$ cat config.mk
export PLATFORM = sky130hd
export DESIGN_NAME = track_scroller
export DESIGN_NICKNAME = d
export VERILOG_FILES = /design/src/rtl/track_scroller.sv
export SDC_FILE = /design/constraint.sdc
export NUM_CORES = 1
export LEC_CHECK = 0
export BUFFER_PORTS_ARGS = -buffer_cell sky130_fd_sc_hd__buf_2
export CORE_ASPECT_RATIO = 0.5
export CORE_UTILIZATION = 35
export CTS_CLUSTER_DIAMETER = 80
export DETAILED_ROUTE_END_ITERATION = 8
export SKIP_LAST_GASP = 1
export SLEW_MARGIN = 5
export SYNTH_ARGS = -nofsm -noshare
export SYNTH_HDL_FRONTEND = slang
export SYNTH_SLANG_ARGS = --single-unit
$ cat constraint.sdc
create_clock -name clk -period 4.05 [get_ports clk]
set_input_delay 0.81 -clock clk [delete_from_list [all_inputs] [get_ports clk]]
set_output_delay 0.81 -clock clk [all_outputs]
set_load 0.03 [all_outputs]
$ cat src/rtl/track_scroller.sv
// Three-line scrolling track: a ring of NSEG fixed-width columns per line, shifted
// left one pixel per divider step and refilled from an LFSR, with player/renderer lookups.
module track_scroller #(
  parameter int          SEG_W      = 40,
  parameter int          NSEG       = 17,
  parameter int          PLAYER_X   = 100,
  parameter int          SCROLL_DIV = 200000,
  parameter int          SAFE_SEGS  = 8,
  parameter logic [15:0] SEED       = 16'hACE1
) (
  input  logic       clk,
  input  logic       reset,
  input  logic       run,
  output logic [2:0] lines,
  input  logic [9:0] q_x,
  output logic [2:0] q_lines,
  output logic       scroll_tick,
  output logic       seg_tick,
  output logic [15:0] score
);

  localparam int OFF_W  = (SEG_W > 2) ? $clog2(SEG_W) : 1;
  localparam int DIV_W  = $clog2(SCROLL_DIV);
  localparam int SAFE_W = $clog2(SAFE_SEGS + 2);
  localparam int IDX_W  = 11;
  localparam int NQ     = 1023 / SEG_W;

  localparam logic [OFF_W-1:0] OFF_LAST = OFF_W'(SEG_W - 1);
  localparam logic [OFF_W:0]   SEG_W_L  = (OFF_W + 1)'(SEG_W);
  localparam logic [DIV_W-1:0] DIV_LAST = DIV_W'(SCROLL_DIV - 1);
  localparam logic [IDX_W-1:0] PX_I     = IDX_W'(PLAYER_X / SEG_W);
  localparam logic [OFF_W-1:0] PX_R     = OFF_W'(PLAYER_X % SEG_W);

  logic [DIV_W-1:0]  div_reg;
  logic [OFF_W-1:0]  offset_reg;
  logic [15:0]       lfsr_reg;
  logic [SAFE_W-1:0] safe_reg;
  logic [15:0]       score_reg;
  logic [2:0]        q_lines_reg;
  logic              scroll_tick_reg;
  logic              seg_tick_reg;
  logic [2:0]        cols_reg [NSEG];

  logic              step;
  logic              shift;
  logic [2:0]        new_col;
  logic [15:0]       lfsr_next;
  logic [NQ-1:0]     q_ge;
  logic [IDX_W-1:0]  q_xi;
  logic [OFF_W-1:0]  q_xr;
  logic [IDX_W-1:0]  player_idx;
  logic [IDX_W-1:0]  q_idx;
  logic [2:0]        q_col;

  // Column index of screen x: x/SEG_W plus one when the remainder and offset overflow a segment.
  function automatic logic [IDX_W-1:0] col_index(input logic [IDX_W-1:0] xi,
                                                 input logic [OFF_W-1:0] xr,
                                                 input logic [OFF_W-1:0] off);
    logic [OFF_W:0] sum;
    sum = {1'b0, xr} + {1'b0, off};
    col_index = (sum >= SEG_W_L) ? xi + IDX_W'(1) : xi;
  endfunction

  assign step      = run && (div_reg == DIV_LAST);
  assign shift     = step && (offset_reg == OFF_LAST);
  assign lfsr_next = {lfsr_reg[14:0], lfsr_reg[15] ^ lfsr_reg[13] ^ lfsr_reg[12] ^ lfsr_reg[10]};

  always_comb begin
    new_col = 3'b010;
    if (safe_reg == '0 && lfsr_reg[2:0] != 3'b000) begin
      new_col = lfsr_reg[2:0];
    end
  end

  // Thermometer of q_x against every segment boundary; its popcount is q_x / SEG_W.
  genvar gi;
  generate
    for (gi = 0; gi < NQ; gi++) begin : g_qdiv
      assign q_ge[gi] = (q_x >= 10'((gi + 1) * SEG_W));
    end
  endgenerate

  always_comb begin
    q_xi = '0;
    for (int k = 0; k < NQ; k++) begin
      q_xi = q_xi + {{(IDX_W - 1){1'b0}}, q_ge[k]};
    end
    q_xr = OFF_W'(q_x - 10'(q_xi * SEG_W));
  end

  always_comb begin
    player_idx = col_index(PX_I, PX_R, offset_reg);
    q_idx      = col_index(q_xi, q_xr, offset_reg);
    lines      = 3'b000;
    q_col      = 3'b000;
    for (int k = 0; k < NSEG; k++) begin
      if (player_idx == IDX_W'(k)) lines = cols_reg[k];
      if (q_idx == IDX_W'(k))      q_col = cols_reg[k];
    end
  end

  generate
    for (gi = 0; gi < NSEG; gi++) begin : g_col
      if (gi < NSEG - 1) begin : g_mid
        always_ff @(posedge clk or negedge reset) begin
          if (!reset) begin
            cols_reg[gi] <= 3'b010;
          end else if (shift) begin
            cols_reg[gi] <= cols_reg[gi + 1];
          end
        end
      end else begin : g_tail
        always_ff @(posedge clk or negedge reset) begin
          if (!reset) begin
            cols_reg[gi] <= 3'b010;
          end else if (shift) begin
            cols_reg[gi] <= new_col;
          end
        end
      end
    end
  endgenerate

  always_ff @(posedge clk or negedge reset) begin
    if (!reset) begin
      div_reg         <= '0;
      offset_reg      <= '0;
      lfsr_reg        <= SEED;
      safe_reg        <= SAFE_W'(SAFE_SEGS);
      score_reg       <= '0;
      q_lines_reg     <= 3'b010;
      scroll_tick_reg <= 1'b0;
      seg_tick_reg    <= 1'b0;
    end else begin
      scroll_tick_reg <= step;
      seg_tick_reg    <= shift;
      // Query sees the pre-shift columns even on a shift edge.
      q_lines_reg     <= q_col;
      if (run) begin
        div_reg <= step ? '0 : div_reg + DIV_W'(1);
      end
      if (step) begin
        offset_reg <= (offset_reg == OFF_LAST) ? '0 : offset_reg + OFF_W'(1);
      end
      if (shift) begin
        lfsr_reg <= lfsr_next;
        if (safe_reg != '0) begin
          safe_reg <= safe_reg - SAFE_W'(1);
        end
        if (score_reg != 16'hFFFF) begin
          score_reg <= score_reg + 16'd1;
        end
      end
    end
  end

  assign q_lines     = q_lines_reg;
  assign scroll_tick = scroll_tick_reg;
  assign seg_tick    = seg_tick_reg;
  assign score       = score_reg;

endmodule

==> impl_metrics.csv, run 1 <==
group,metric,value,unit
worst_setup_path,crit_top_cell,"fa_1",
global_routing,grt.total_usage,17.7,%
worst_setup_path,slowest_delay,0.59,ns
clocking,clk_pin_slew,0.06,ns
floorplan,core_area,19900,um2
detailed_routing,drt_wl_total,17.9,mm
placement,hpwl,12.8,mm
worst_setup_path,crit_type,"input port to flip-flop",
detailed_routing,drc,0,
run_status,violations,"setup timing",
global_routing,grt_max_degree,70,
clocking,cts_buffers,17,
yosys,ys.warnings.count,0,
sta,tightest_slew,0.904,ns
yosys,synth_mux_area_share,1.24,%
floorplan,die_h,104,um
floorplan,ios,37,
sta,fmax,132,MHz
finish,stdcell_area,9330,um2
worst_setup_path,arrival,7.90,ns
sta,hold_viol,0,
clocking,clk_latency,0.41,ns
job,drv_cap,0,
finish,final_common_cell,"nand2_1",
placement,place_area,8470,um2
run_status,status,"complete, but fails checks",
yosys,ys_ff_latch,116,
detailed_routing,vias_per_cell,5.07,
detailed_routing,antenna_left,0,
placement,gp_congestion,0.856,
floorplan,start_util,36.6,%
sta,fin_ws,-3.52,ns
finish,drive_gt1_share,28.5,%
yosys,synth_top_family_by_area,"simple AND/OR/NAND/NOR gates",
worst_setup_path,crit_required,4.38,ns
yosys,synth_fp_nets,871,
worst_setup_path,critPathSlowestCell,"fa_2",
yosys,synth_flop_cell,"dfrtp_1",
global_routing,grt_pass1_vias,6049,
yosys,synthXorXnorAreaFrac,6.46,%
sta,slew_headroom,39.7,%
detailed_routing,initialDrtViolationCount,323,
global_routing,grt_pass1_wl,30.7,mm
finish,instances_no_fill,1210,
yosys,synth-async-reset-ratio,100,%
clocking,cts_root_buf,"clkbuf_16",
sta,fin_worst_skew,0.0107,ns
sta,rsz0062_at_grt,"true",
yosys,synth_compound_area_share,15.2,%
yosys,syn_area,7280,um2
yosys,synth-adder-area-share,9.28,%
floorplan,die_x,206,um
worst_hold_path,hold_path_class,"flip-flop to flip-flop",
yosys,seq_area_frac_synth,40.3,%
yosys,syn-instance-count,816,
sta,setup_tns,-10.43,ns
yosys,avgSynthCellArea,8.93,um2
yosys,yosysUniqueCellTypes,88,
global_routing,grt_overflow,0,
yosys,synthSimpleGateAreaFrac,23.0,%
placement,place_ws,-4.06,ns
worst_setup_path,end_kind,"flip-flop",
detailed_routing,firstDrtPassIters,4,
placement,dp.cells,1171,
sta,fin_crit,7.57,ns
worst_setup_path,crit_path_start_kind,"input port",
finish,final_cell_mix,"222 x nand2_1, 92 x buf_4, 89 x dfrtp_1",
worst_setup_path,crit_fanout,6,
clocking,cts_tree,"yes",
floorplan,die-area,21400,um2
floorplan,row_count,36,
sta,period_share,187,%
sta,setup_viol,3,
global_routing,antenna_found_initial,1,
detailed_routing,vias,6140,
detailed_routing,wl_per_cell,14.8,um
finish,area_growth,28.1,%
clocking,cts_max_level,4,
yosys,synth-edff-count,0,
finish,nNetsFinal,985,
sta,slew_viol_final,0,
finish,largest_reg_flops,51,
finish,n_fill_cell,1872,
placement,portBuffers,36,
clocking,cts_hold_buf,0,
clocking,clockBufferDepth,2,
clocking,numClockSinks,116,
==> routing by layer <==
metal,vias up,global-route usage [%],routed length [um]
li1,3004,-,-
met1,3000,25.0,8740
met2,114,27.3,8220
met3,22,3.76,686
met4,0,4.88,261
met5,-,0,0
==> cell families after synthesis <==
| group | count (synthesis) |
|---|---|
| adders and majority gates | 42 |
| xor gates and xnor gates | 49 |
| AOI/OAI and AO/OA | 153 |
| buffers and inverters | 84 |
| muxes | 8 |
| DFF | 116 |
| and+or+nand+nor | 364 |
==> final cells by class <==
class | instances | area, um2 | share of cell area, %
timing repair buffer | 132 | 966 | 10.4
sequential | 116 | 2940 | 31.5
clock buffer | 18 | 439 | 4.71
clock inverter | 14 | 166 | 1.78
multi-input combinational | 616 | 4300 | 46.1
inverter | 47 | 186 | 2.00
antenna | 1 | 2.50 | 0.0268
tap | 266 | 333 | 3.57
==> Yosys cell counts, types with 20 or more instances <==
cell type / instances / area (um2)
nand2_1: 225 / 845
dfrtp_1: 89 / 2230
inv_1: 45 / 169
nor2_1: 42 / 158
o21ai_0: 34 / 170
clkbuf_1: 30 / 113
xnor2_1: 30 / 263
dfstp_2: 27 / 709
ha_1: 22 / 275
a21oi_1: 20 / 100
fa_1: 20 / 400
nand3_1: 20 / 100
==> path summary, 6_finish.rpt <==
check	from	cells past startpoint	endpoint	slack, ns
setup / recovery	q_x[6]	28	q_lines[2]	-3.52
hold / removal	lfsr_reg[5]	2	lfsr_reg[6]	0.45
setup reg to reg	offset_reg[0]	15	q_lines[0]	0.59
hold reg to reg	lfsr_reg[5]	2	lfsr_reg[6]	0.45
max in group asynchronous	reset	2	cols_reg[34]	2.61
min in group asynchronous	reset	1	offset_reg[2]	0.50
==> metrics by stage <==
step                      util [%]  hold WS [ns]
final                         46.9         0.448
after detailed placement      42.6         0.449
after global placement        42.6         0.446
after CTS                     46.5         0.453
after floorplan                  -         0.435
after global routing          46.8         0.484
==> worst max-delay path: cells and delay by family <==
family                   cells  cell delay, ns
adder cells (fa/ha/maj)      9            4.11
AO/OA/AOI/OAI                8            1.52
XOR/XNOR                     3            0.51
buffers and inverters        6            0.47
AND/OR/NAND/NOR              2            0.46
==> timing repair <==
action                                  in CTS  in global routing
pin swaps                                   19                  9
endpoints found under the setup margin       3                  3
setup buffers                                4                  2
hold endpoints to repair                     0                  0
gates resized for setup                     35                 16
gates cloned                                 0                  0
Power of run 1 is not shown: default switching activity piles up to over one toggle a cycle in this logic, so the estimate is an artifact.
==> run 2, diff against run 1 <==
Settings changed: ABC_AREA from default to 1.
==> run 2 against run 1 <==
Effect of this change:
- synthesized cell count grew 8.1%
- critical path depth is 8 higher
- via count shrank 4.3%
- wire length fell by 13%
- first-iteration DRC count rose by 16%
- highest routed layer unchanged
- largest cell class unchanged
- cell count rose by 6.0%
- worst setup slack gained 0.30 ns
- the run still ends with setup timing left
==> impl_metrics.csv, run 2 <==
group,metric,value,unit
finish,final_cell_mix,"215 x nand2_1, 128 x inv_1, 89 x dfrtp_1",
floorplan,row_count,36,
yosys,syn-instance-count,882,
finish,largest_reg_flops,51,
global_routing,antenna_found_initial,0,
finish,final_common_cell,"nand2_1",
yosys,yosys.area.top_type,"dfrtp_1",
worst_setup_path,crit_type,"input port to flip-flop",
worst_setup_path,end_kind,"flip-flop",
yosys,seq_area_frac_synth,42.1,%
detailed_routing,drt_wl_total,15.6,mm
sta,period_share,179,%
yosys,avgSynthCellArea,7.91,um2
worst_setup_path,path_delay_family,"adder cells",
sta,slew_headroom,41.7,%
detailed_routing,drc,0,
finish,area_growth,29.6,%
clocking,cts_tree,"yes",
detailed_routing,antenna_left,0,
worst_setup_path,crit_required,4.32,ns
global_routing,grt_pass1_vias,5774,
floorplan,die_h,102,um
global_routing,grt_pass1_wl,27.5,mm
detailed_routing,wl_per_cell,12.2,um
run_status,status,"complete, but fails checks",
global_routing,grt_use_met3,3.60,%
clocking,cts_hold_buf,0,
clocking,clk_latency,0.41,ns
worst_setup_path,critPathSlowestCell,"fa_2",
floorplan,core_area,19500,um2
floorplan,ios,37,
sta,fmax,138,MHz
sta,fin_ws,-3.21,ns
sta,fin_worst_skew,0.0201,ns
global_routing,top_usage_layer,"met2",
finish,stdcell_area,9040,um2
detailed_routing,vias_per_cell,4.58,
sta,tightest_slew,0.875,ns
worst_setup_path,crit_path_start_kind,"input port",
detailed_routing,firstDrtPassIters,5,
detailed_routing,vias,5878,
finish,drive_gt1_share,27.1,%
yosys,synth-edff-count,0,
yosys,synth_fp_nets,937,
clocking,clk_pin_slew,0.06,ns
global_routing,grt_use_met1,22.9,%
finish,antenna_cells,0,
sta,hold_viol,0,
yosys,synth-async-reset-ratio,100,%
finish,n_fill_cell,1868,
global_routing,grt_overflow,0,
sta,slew_viol_final,0,
worst_setup_path,slowest_delay,0.56,ns
sta,rsz0062_at_grt,"true",
run_status,violations,"setup timing",
floorplan,start_util,35.8,%
yosys,ys_ff_latch,116,
placement,gp_congestion,0.861,
job,drv_cap,0,
global_routing,grt.total_usage,16.5,%
yosys,synth.top_cells.by_area,"dfrtp_1 32%, nand2_1 12%, dfstp_2 10%, inv_1 7.6%, fa_1 5.7%",
clocking,cts_root_buf,"clkbuf_16",
yosys,syn_area,6980,um2
yosys,synth_top_area_share,31.9,%
floorplan,die-area,20500,um2
clocking,numClockSinks,116,
worst_hold_path,hold_path_class,"flip-flop to flip-flop",
finish,nNetsFinal,1059,
placement,hpwl,11.5,mm
sta,fin_crit,7.26,ns
sta,setup_viol,3,
clocking,clockBufferDepth,2,
yosys,yosysMostFrequentCell,"nand2_1",
placement,place_ws,-3.75,ns
global_routing,grt_max_degree,71,
clocking,cts_max_level,4,
yosys,synthTopCellsByCount,"228 x nand2_1, 141 x inv_1, 89 x dfrtp_1",
worst_setup_path,arrival,7.54,ns
worst_setup_path,crit_buf_inv,10,
yosys,yosysUniqueCellTypes,48,
worst_setup_path,crit_fanout,8,
clocking,cts_buffers,17,
placement,portBuffers,36,
global_routing,grt_util_met2,26.2,%
placement,place_area,8280,um2
yosys,synth_flop_cell,"dfrtp_1",
floorplan,die_x,202,um
yosys,ys.warnings.count,0,
detailed_routing,initialDrtViolationCount,374,
==> run 2: changes by cell type in the layout (fill, tap and decap cells not counted), sizes merged, moves of 8 or more <==
cell and delta:
a21o -9, a21oi +9, a31oi -8, and3 -12
buf -10, inv +100, nand2 +13, nand3 +21
nand4 +10, nor2 +26, o21ai +37, xnor2 -22
==> run 2: repair_timing <==
item                                   CTS  global route
endpoints found under the hold margin    0             0
pin swaps                               20            11
resized for setup                       22             9
setup endpoints to repair                3             3
buffers inserted                         9             3
==> run 2: per-stage QoR <==
stage | hold slack [ns] | setup TNS, ns | cells | util [%]
final | 0.461 | -9.55 | 1283 | 46.4
after global routing | 0.475 | -10.69 | 1283 | 46.4
after CTS | 0.463 | -9.66 | 1280 | 46.1
after detailed placement | 0.454 | -11.17 | 1239 | 42.5
after global placement | 0.452 | -10.79 | 1239 | 42.5
after floorplan | 0.442 | -9.66 | 882 | -
==> run 2: area by class of cell <==
cell class              instances  area [um2]  area share [%]
clock buffers                  23         468            5.17
clock inverters                 9         106            1.18
inverters                     154         589            6.52
multi-input cells             593        3730            41.3
flip-flops and latches        116        2940            32.5
well taps                     266         333            3.68
repair buffers                122         878            9.71
==> run 2: worst min-delay path: stages (launching register included) <==
cell and delay, ns:
dfstp_2 0.36, nand2_1 0.05, nand2_1 0.04
==> run 2: cell families after synthesis <==
family / Yosys count / synth area share, %
simple gates: 398 / 25.4
buf+inv: 173 / 9.32
compound gates: 124 / 9.75
flops: 116 / 42.1
fa+ha+maj: 42 / 9.68
xor+xnor: 28 / 3.62
mux: 1 / 0.143
==> run 2: layer usage <==
layer,share of wire [%],wire length (um)
met5,0,0
met4,1.1,178
met3,3.1,489
met2,44,6890
met1,52,8060
==> run 2: path summary, 6_finish.rpt <==
| path | end | slack (ns) | from | cells past startpoint |
|---|---|---|---|---|
| max | q_lines[2] | -3.21 | q_x[8] | 36 |
| min reg2reg | lfsr_reg[7] | 0.46 | lfsr_reg[7] | 2 |
| max in group asynchronous | safe_reg[3] | 2.70 | reset | 2 |
| max reg2reg | q_lines[2] | 1.04 | offset_reg[0] | 23 |
| min in group asynchronous | seg_tick | 0.52 | reset | 1 |
| min | lfsr_reg[7] | 0.46 | lfsr_reg[7] | 2 |
Power of run 2 is left out for the same reason.
==> run 3, diff against run 2 <==
Settings changed: REMOVE_ABC_BUFFERS from default to 1.
==> run 3 against run 2 <==
Effect of this change:
- the flow still finishes with violations (setup timing)
- fmax down 2.0%
- via count up 0.78%
- largest cell class unchanged
- wire length up 2.8%
- worst hold slack better by 0.0038 ns
- critical path type unchanged
- sequential share of layout area down 0.15 points
==> impl_metrics.csv, run 3 (synthesis gave the netlist of run 2 again) <==
group,metric,value,unit
worst_setup_path,crit_type,"input port to flip-flop",
run_status,violations,"setup timing",
worst_setup_path,crit_required,4.39,ns
global_routing,grt.total_usage,17.2,%
worst_setup_path,crit_path_start_kind,"input port",
detailed_routing,vias,5924,
sta,fin_ws,-3.36,ns
worst_hold_path,hold_path_class,"flip-flop to flip-flop",
sta,tightest_slew,0.914,ns
sta,slew_viol_final,0,
clocking,clk_latency,0.42,ns
detailed_routing,vias_per_cell,4.59,
global_routing,grt_pass1_wl,28.2,mm
clocking,numClockSinks,116,
sta,slew_headroom,39.1,%
global_routing,grt_overflow,0,
detailed_routing,drc,0,
finish,final_common_cell,"nand2_1",
clocking,cts_tree,"yes",
finish,antenna_cells,0,
worst_setup_path,critPathSlowestCell,"fa_1",
finish,drive_gt1_share,27.3,%
floorplan,die_h,102,um
finish,instances_no_fill,1290,
sta,fmax,135,MHz
sta,rsz0062_at_grt,"true",
floorplan,row_count,36,
placement,portBuffers,36,
worst_setup_path,slowest_delay,0.58,ns
sta,fin_worst_skew,0.0116,ns
finish,multiInputGateArea,3660,um2
floorplan,die_x,202,um
clocking,cts_max_level,4,
sta,fin_crit,7.41,ns
finish,area_growth,30.2,%
detailed_routing,initialDrtViolationCount,349,
detailed_routing,firstDrtPassIters,5,
detailed_routing,drt_wl_total,16.1,mm
sta,period_share,183,%
placement,gp_congestion,0.859,
finish,ff_latch_area,2940,um2
worst_setup_path,crit_top_cell,"fa_1",
floorplan,start_util,35.8,%
run_status,status,"complete, but fails checks",
sta,hold_viol,0,
finish,final_cell_mix,"215 x nand2_1, 128 x inv_1, 89 x dfrtp_1",
finish,largest_reg_flops,51,
worst_setup_path,crit_fanout,8,
worst_setup_path,arrival,7.75,ns
global_routing,antenna_found_initial,0,
worst_setup_path,end_kind,"flip-flop",
floorplan,ios,37,
clocking,cts_root_buf,"clkbuf_16",
floorplan,die-area,20500,um2
clocking,cts_buffers,17,
clocking,clk_pin_slew,0.06,ns
detailed_routing,antenna_left,0,
placement,hpwl,11.4,mm
floorplan,core_area,19500,um2
global_routing,grt_max_degree,71,
job,drv_cap,0,
global_routing,grt_pass1_vias,5928,
placement,dp.cells,1245,
detailed_routing,wl_per_cell,12.5,um
finish,nNetsFinal,1066,
sta,setup_viol,3,
clocking,clockBufferDepth,2,
finish,n_fill_cell,1858,
==> run 3: timing repair <==
action	4_1_cts	5_1_grt
resized for setup	88	8
endpoints found under the setup margin	3	3
pin swaps	38	7
hold endpoints to repair	0	0
gates cloned	0	0
hold buffers	0	0
setup buffers	12	2
==> run 3: stage by stage <==
step	hold slack [ns]	setup slack (ns)	utilization [%]	setup TNS, ns	instance area (um2)
2_1_floorplan	0.442	-3.51	-	-68.84	6910
3_3_place_gp	0.453	-4.25	41.2	-12.44	8040
3_5_place_dp	0.461	-4.20	41.2	-12.35	8040
4_1_cts	0.470	-3.33	46.4	-9.86	9050
5_1_grt	0.484	-3.67	46.6	-10.94	9090
6_report	0.465	-3.36	46.6	-10.05	9090
==> run 3: worst paths after layout <==
| check | startpoint | end | slack [ns] | cells past startpoint |
|---|---|---|---|---|
| min | lfsr_reg[5] | lfsr_reg[5] | 0.46 | 2 |
| max | q_x[7] | q_lines[1] | -3.36 | 37 |
| min reg2reg | lfsr_reg[5] | lfsr_reg[5] | 0.46 | 2 |
| max reg2reg | offset_reg[0] | q_lines[1] | 0.90 | 24 |
| max in group asynchronous | reset | cols_reg[4] | 2.68 | 2 |
| min in group asynchronous | reset | cols_reg[48] | 0.53 | 1 |
==> run 3: area by class of cell <==
type | count | share of cell area, %
inverters | 154 | 6.44
clock inverters | 11 | 1.67
repair buffers | 129 | 10.5
flip-flops and latches | 116 | 32.3
multi-input cells | 593 | 40.3
clock buffers | 21 | 5.07
well taps | 266 | 3.66
==> run 3: routing by layer <==
metal / wire length (um) / track usage [%] / part of all wire [%]
met5: 0 / 0 / 0
met1: 8140 / 23.0 / 51
met4: 262 / 6.29 / 1.6
met3: 467 / 4.02 / 2.9
met2: 7190 / 27.4 / 45
==> run 3: critical path: cells and delay by family <==
| kind | cells | cell delay, ns |
|---|---|---|
| AO/OA/AOI/OAI | 2 | 0.47 |
| buffers and inverters | 7 | 0.66 |
| adder cells (fa/ha/maj) | 9 | 4.21 |
| AND/OR/NAND/NOR | 19 | 1.63 |
Power of run 3 is left out for the same reason.
